<file path="config.mk">
export PLATFORM = sky130hd
export DESIGN_NAME = vga_timing_gen
export DESIGN_NICKNAME = d
export VERILOG_FILES = /design/src/rtl/vga_timing_gen.sv
export SDC_FILE = /design/constraint.sdc
export NUM_CORES = 1
export LEC_CHECK = 0
export CAP_MARGIN = 20
export CORE_AREA = 2 2 101 103
export CTS_BUF_LIST = sky130_fd_sc_hd__clkbuf_4
export DETAILED_ROUTE_END_ITERATION = 8
export DIE_AREA = 0 0 103 105
export PLACE_DENSITY_LB_ADDON = 0.12
export SLEW_MARGIN = 10
export SYNTH_ARGS = -nofsm -noshare
export SYNTH_HDL_FRONTEND = slang
export SYNTH_SLANG_ARGS = --single-unit
</file>
<file path="constraint.sdc">
create_clock -name VGA_CLK -period 3 [get_ports VGA_CLK]
set_input_delay 0.6 -clock VGA_CLK [delete_from_list [all_inputs] [get_ports VGA_CLK]]
set_output_delay 0.6 -clock VGA_CLK [all_outputs]
set_load 0.03 [all_outputs]
</file>
<file path="src/rtl/vga_timing_gen.sv">
// VGA raster timing generator: sync, data-enable, pixel coordinates, line/frame strobes, look-ahead fetch.
// Latency: outputs reflect hc/vc of the previous CE cycle; no backpressure, CE=0 freezes all state.
module vga_timing_gen #(
   parameter int P_WIDTH = 11,
   parameter int H_ACT   = 640,
   parameter int H_FRONT = 16,
   parameter int H_SYNC  = 96,
   parameter int H_BACK  = 48,
   parameter int V_ACT   = 480,
   parameter int V_FRONT = 10,
   parameter int V_SYNC  = 2,
   parameter int V_BACK  = 33,
   parameter bit HS_POL  = 1'b0,
   parameter bit VS_POL  = 1'b0,
   parameter int LEAD    = 2
) (
   input  logic               VGA_CLK,
   input  logic               RST_N,
   input  logic               CE,
   output logic               VGA_HS,
   output logic               VGA_VS,
   output logic               DE,
   output logic [P_WIDTH-1:0] X,
   output logic [P_WIDTH-1:0] Y,
   output logic               LINE_START,
   output logic               FRAME_START,
   output logic               FETCH_EN,
   output logic [P_WIDTH-1:0] FETCH_X,
   output logic [P_WIDTH-1:0] FETCH_Y
);

   localparam int H_TOT = H_SYNC + H_BACK + H_ACT + H_FRONT;
   localparam int V_TOT = V_SYNC + V_BACK + V_ACT + V_FRONT;

   localparam logic [P_WIDTH-1:0] H_LAST   = P_WIDTH'(H_TOT - 1);
   localparam logic [P_WIDTH-1:0] V_LAST   = P_WIDTH'(V_TOT - 1);
   localparam logic [P_WIDTH-1:0] H_SYNC_C = P_WIDTH'(H_SYNC);
   localparam logic [P_WIDTH-1:0] V_SYNC_C = P_WIDTH'(V_SYNC);
   localparam logic [P_WIDTH-1:0] H_AST    = P_WIDTH'(H_SYNC + H_BACK);
   localparam logic [P_WIDTH-1:0] H_AEND   = P_WIDTH'(H_SYNC + H_BACK + H_ACT);
   localparam logic [P_WIDTH-1:0] V_AST    = P_WIDTH'(V_SYNC + V_BACK);
   localparam logic [P_WIDTH-1:0] V_AEND   = P_WIDTH'(V_SYNC + V_BACK + V_ACT);

   // Fetch column is one bit wider so hc+LEAD past the line end cannot alias into the active range.
   localparam logic [P_WIDTH:0]   F_AST    = (P_WIDTH+1)'(H_SYNC + H_BACK);
   localparam logic [P_WIDTH:0]   F_AEND   = (P_WIDTH+1)'(H_SYNC + H_BACK + H_ACT);
   localparam logic [P_WIDTH:0]   LEAD_C   = (P_WIDTH+1)'(LEAD);

   logic [P_WIDTH-1:0] hc;
   logic [P_WIDTH-1:0] vc;
   logic [P_WIDTH:0]   fetch_hc;
   logic               h_act;
   logic               v_act;
   logic               f_act;
   logic               hc_wrap;
   logic               vc_wrap;

   always_comb begin
      fetch_hc = {1'b0, hc} + LEAD_C;
      h_act    = (hc >= H_AST) && (hc < H_AEND);
      v_act    = (vc >= V_AST) && (vc < V_AEND);
      f_act    = (fetch_hc >= F_AST) && (fetch_hc < F_AEND);
      hc_wrap  = (hc == H_LAST);
      vc_wrap  = (vc == V_LAST);
   end

   always_ff @(posedge VGA_CLK) begin
      if (!RST_N) begin
         hc          <= '0;
         vc          <= '0;
         VGA_HS      <= ~HS_POL;
         VGA_VS      <= ~VS_POL;
         DE          <= 1'b0;
         X           <= '0;
         Y           <= '0;
         LINE_START  <= 1'b0;
         FRAME_START <= 1'b0;
         FETCH_EN    <= 1'b0;
         FETCH_X     <= '0;
         FETCH_Y     <= '0;
      end else if (CE) begin
         hc <= hc_wrap ? '0 : hc + 1'b1;
         if (hc_wrap) begin
            vc <= vc_wrap ? '0 : vc + 1'b1;
         end

         VGA_HS      <= (hc < H_SYNC_C) ? HS_POL : ~HS_POL;
         VGA_VS      <= (vc < V_SYNC_C) ? VS_POL : ~VS_POL;
         DE          <= h_act && v_act;
         X           <= (h_act && v_act) ? hc - H_AST : '0;
         Y           <= (h_act && v_act) ? vc - V_AST : '0;
         LINE_START  <= (hc == '0);
         FRAME_START <= (hc == '0) && (vc == '0);
         FETCH_EN    <= f_act && v_act;
         FETCH_X     <= (f_act && v_act) ? P_WIDTH'(fetch_hc - F_AST) : '0;
         FETCH_Y     <= (f_act && v_act) ? vc - V_AST : '0;
      end else begin
         // Strobes mark enabled cycles only; everything else holds.
         LINE_START  <= 1'b0;
         FRAME_START <= 1'b0;
      end
   end

endmodule

</file>
==> run metrics <==
Iteration-0 DRC Markers=215; DR vias=3361; syn_nets=around 470; DPL Wire Length=7210 µm; worst-path fanout max=23; Max Buffers Root-to-Sink=2; synth unique cells=60; Final Hold Viols=0; cell repeated most along the worst path=ha_1; Reg power frac=0.573; first-pass GRT wire length=16900 µm; Pre-Repair DR Iteration Count=4; RSZ-0062 raised after global routing=false; DRT Wirelength=10200 µm; hold buffers post-CTS=0; DR WL/cell=roughly 16 µm; NetSw=0.432 mW; share of layout cells above drive strength 1=0.106; dpl ws=404 ps; initial antenna violation count=0; reg-to-reg critical path endpoint=FETCH_Y[7]; height of the die=around 110 µm; Pint=1.26 mW; CP startpoint kind=register; Ant. Diodes=0; Cell Chain, Critical Path=ha_1 -> and3_1 -> xnor2_1 -> ha_1 -> nor2b_1 -> o2111ai_1 -> nand4_1 -> nand2_1 -> o211ai_2 -> buf_4 -> o21ai_0; largest net degree at the start of global routing=40; VDD IR max=roughly 0.22 mV; Syn Area/Cell=approximately 8.4 µm²; clock root buffer=clkbuf_4; DRC Markers=0; Setup Skew=approximately 18 ps; setup tns final=0 ps; Post-synth EDFFs=0; Setup CP Type=register to register; PortBufs=52; Yosys warnings=0; worst r2r src=hc[1]; Total GRT Usage=0.199; clock-pin slew on the worst setup and hold paths=130 ps; Power Density=371 nW/µm²; clock share of power=0.377; nets@finish=slightly above 500; Final ANT Viol Nets=0; R2R setup slack=roughly 390 ps; Area Overhead vs Synth=20.4%; Hold Crit Depth=2; Synth async-reset ratio=0; Yosys reg bits=72; max_cap viols=0; top-area cell type share of the netlist area=0.381; Worst Path Required=3300 ps; Pleak=1.64 nW; Max H-tree Level=3; die width=103 µm; Post-CTS Resized=0; family with the most delay on the worst path=simple AND/OR/NAND/NOR gates; Sink Count=72; Sw Share=0.256; clock tree from TritonCTS=built; status=finished clean; CP Data Arrival Time=2910 ps; I/O pins=53; Num CTS Buffers=9; Synth area leader=dfxtp_1; Worst Hold Endpoint=X[5]; Tightest Hold Check Type=register to register; count of final setup violators=0; vias per cell=5.31; Syn Inst Count=452; hold path startpoint=X[5]; Starting Density=0.393; Tcrit/Tclk final=0.869; mapped cell area=3780 µm²; Critical Path End Type=register; final worst-path setup slack=393 ps; post-layout min period=2610 ps; Top FF cell, synth=dfxtp_1; Logic pwr share=0.050; r2r worst-path depth=11; # rows=36; fmax=384 MHz; gpl congestion=approximately 0.95; Die ar.=10800 µm²; Seq/Total Area, Yosys=0.381; fin. max-slew vios=0; Final Core Density=0.472; worst stage delay on the critical path=340 ps; worst-margin pin slew=803 ps; top cells by area, synth=dfxtp_1 38%, xnor2_1 5.6%, nor2_1 5.4%; relative slew slack=0.464; Post-CTS Repair Setup Buffers=0; Slowest cell on crit path=dfxtp_1; Clk Latency, worst-skew pair=~420 ps; Buf+Inv Stages, Crit Path=1; total grt overflow=0; core area=9640 µm²; vias in the first global route=3186; Pwr Total=1.69 mW
-- per-layer routing --
layer,vias to the layer above,GRT usage,share of wire
li1,1659,-,-
met5,-,0,0
met2,120,0.300,0.46
met4,0,0.0667,0.021
met3,16,0.0435,0.057
met1,1566,0.281,0.46
-- placed cells by master (no fill, tap or decap), drive strengths merged, types with 3 or more instances in the layout --
cell type	Yosys	final
o31ai	10	10
xnor2	25	25
clkbuf	22	11
clkinv	2	4
buf	16	18
and3	5	5
nand2b	4	4
a211oi	3	3
ha	11	11
xor2	14	14
nand3	40	40
nor3b	3	3
nor2	54	54
a21oi	11	11
or3	4	4
nand3b	3	3
nand2	45	45
nor3	7	7
o21ai	21	21
nor4	3	3
a41oi	3	3
a22oi	18	18
and2	5	5
clkdlybuf4s50	0	52
inv	12	12
and4	3	3
nand4	9	9
dfxtp	72	72
-- final cells by class --
cell class / count / area [µm²]
multi-input cells: 328 / 2100
repair buffers: 70 / 656
flip-flops and latches: 72 / 1440
clock inverters: 5 / 57.6
inverters: 14 / 52.6
well taps: 133 / 166
fillers: 994 / 5080
clock buffers: 11 / 82.6
-- stage by stage --
stage / hold slack [ps] / area, µm² / std cells
after detailed placement: 462 / 4410 / 617
after CTS: 483 / 4550 / 633
final: 478 / 4550 / 633
after global routing: 504 / 4550 / 633
after floorplan: 520 / 3780 / 452
after global placement: 458 / 4410 / 617
-- worst max path at each step --
stage               start     endpoint  slack [ps]  depth (start not counted)
floorplan           hc[1]   FETCH_X[2]         550                         12
global placement    hc[4]  FETCH_X[10]         430                          8
detailed placement  hc[1]   FETCH_X[7]         400                         11
CTS                 hc[1]   FETCH_Y[7]         400                         11
global route        hc[1]   FETCH_X[7]         210                         11
finish              hc[1]   FETCH_Y[7]         390                         11
-- tightest hold or removal path, cell delays in order, from the launching register on --
cell and delay (ps):
dfxtp_1 340, nand2_1 60, a21oi_1 50
-- cell usage after synthesis, types with 8 or more instances --
cell type  count
nand2_1       45
o21ai_0       17
nand4_1        8
a21oi_1       11
buf_2          9
ha_1          11
clkbuf_1      22
nand3_1       39
inv_1         12
xnor2_1       24
dfxtp_1       72
nor2_1        54
a22oi_1       18
xor2_1        14
-- kinds of logic (layout without fill, tap and decap cells) --
group | count (synthesis) | count (layout) | share of synthesized area
AO/OA/AOI/OAI | 85 | 85 | 0.169
XOR/XNOR | 39 | 39 | 0.0952
adder cells (fa/ha/maj) | 11 | 11 | 0.0364
buffers and inverters | 52 | 100 | 0.0645
flip-flops | 72 | 72 | 0.381
multiplexers | 1 | 1 | 0.00265
AND/OR/NAND/NOR | 192 | 192 | 0.251
-- state kept, by name, summed over array words and instances (netlist names) --
name / flops
VGA_HS: 1
X: 11
VGA_VS: 1
DE: 1
FRAME_START: 1
FETCH_EN: 1
FETCH_Y: 11
vc: 11
hc: 11
FETCH_X: 11
Y: 11
LINE_START: 1
-- power groups by stage --
stage | logic, mW | clock network, mW | registers [mW]
global placement | 0.0849 | 0 | 0.989
detailed placement | 0.0850 | 0 | 0.988
global route | 0.0935 | 0.693 | 0.969
finish | 0.0843 | 0.637 | 0.968
CTS | 0.0852 | 0.657 | 0.967
floorplan | 0.0456 | 0 | 0.994
Power figures use the tool's default switching activity.
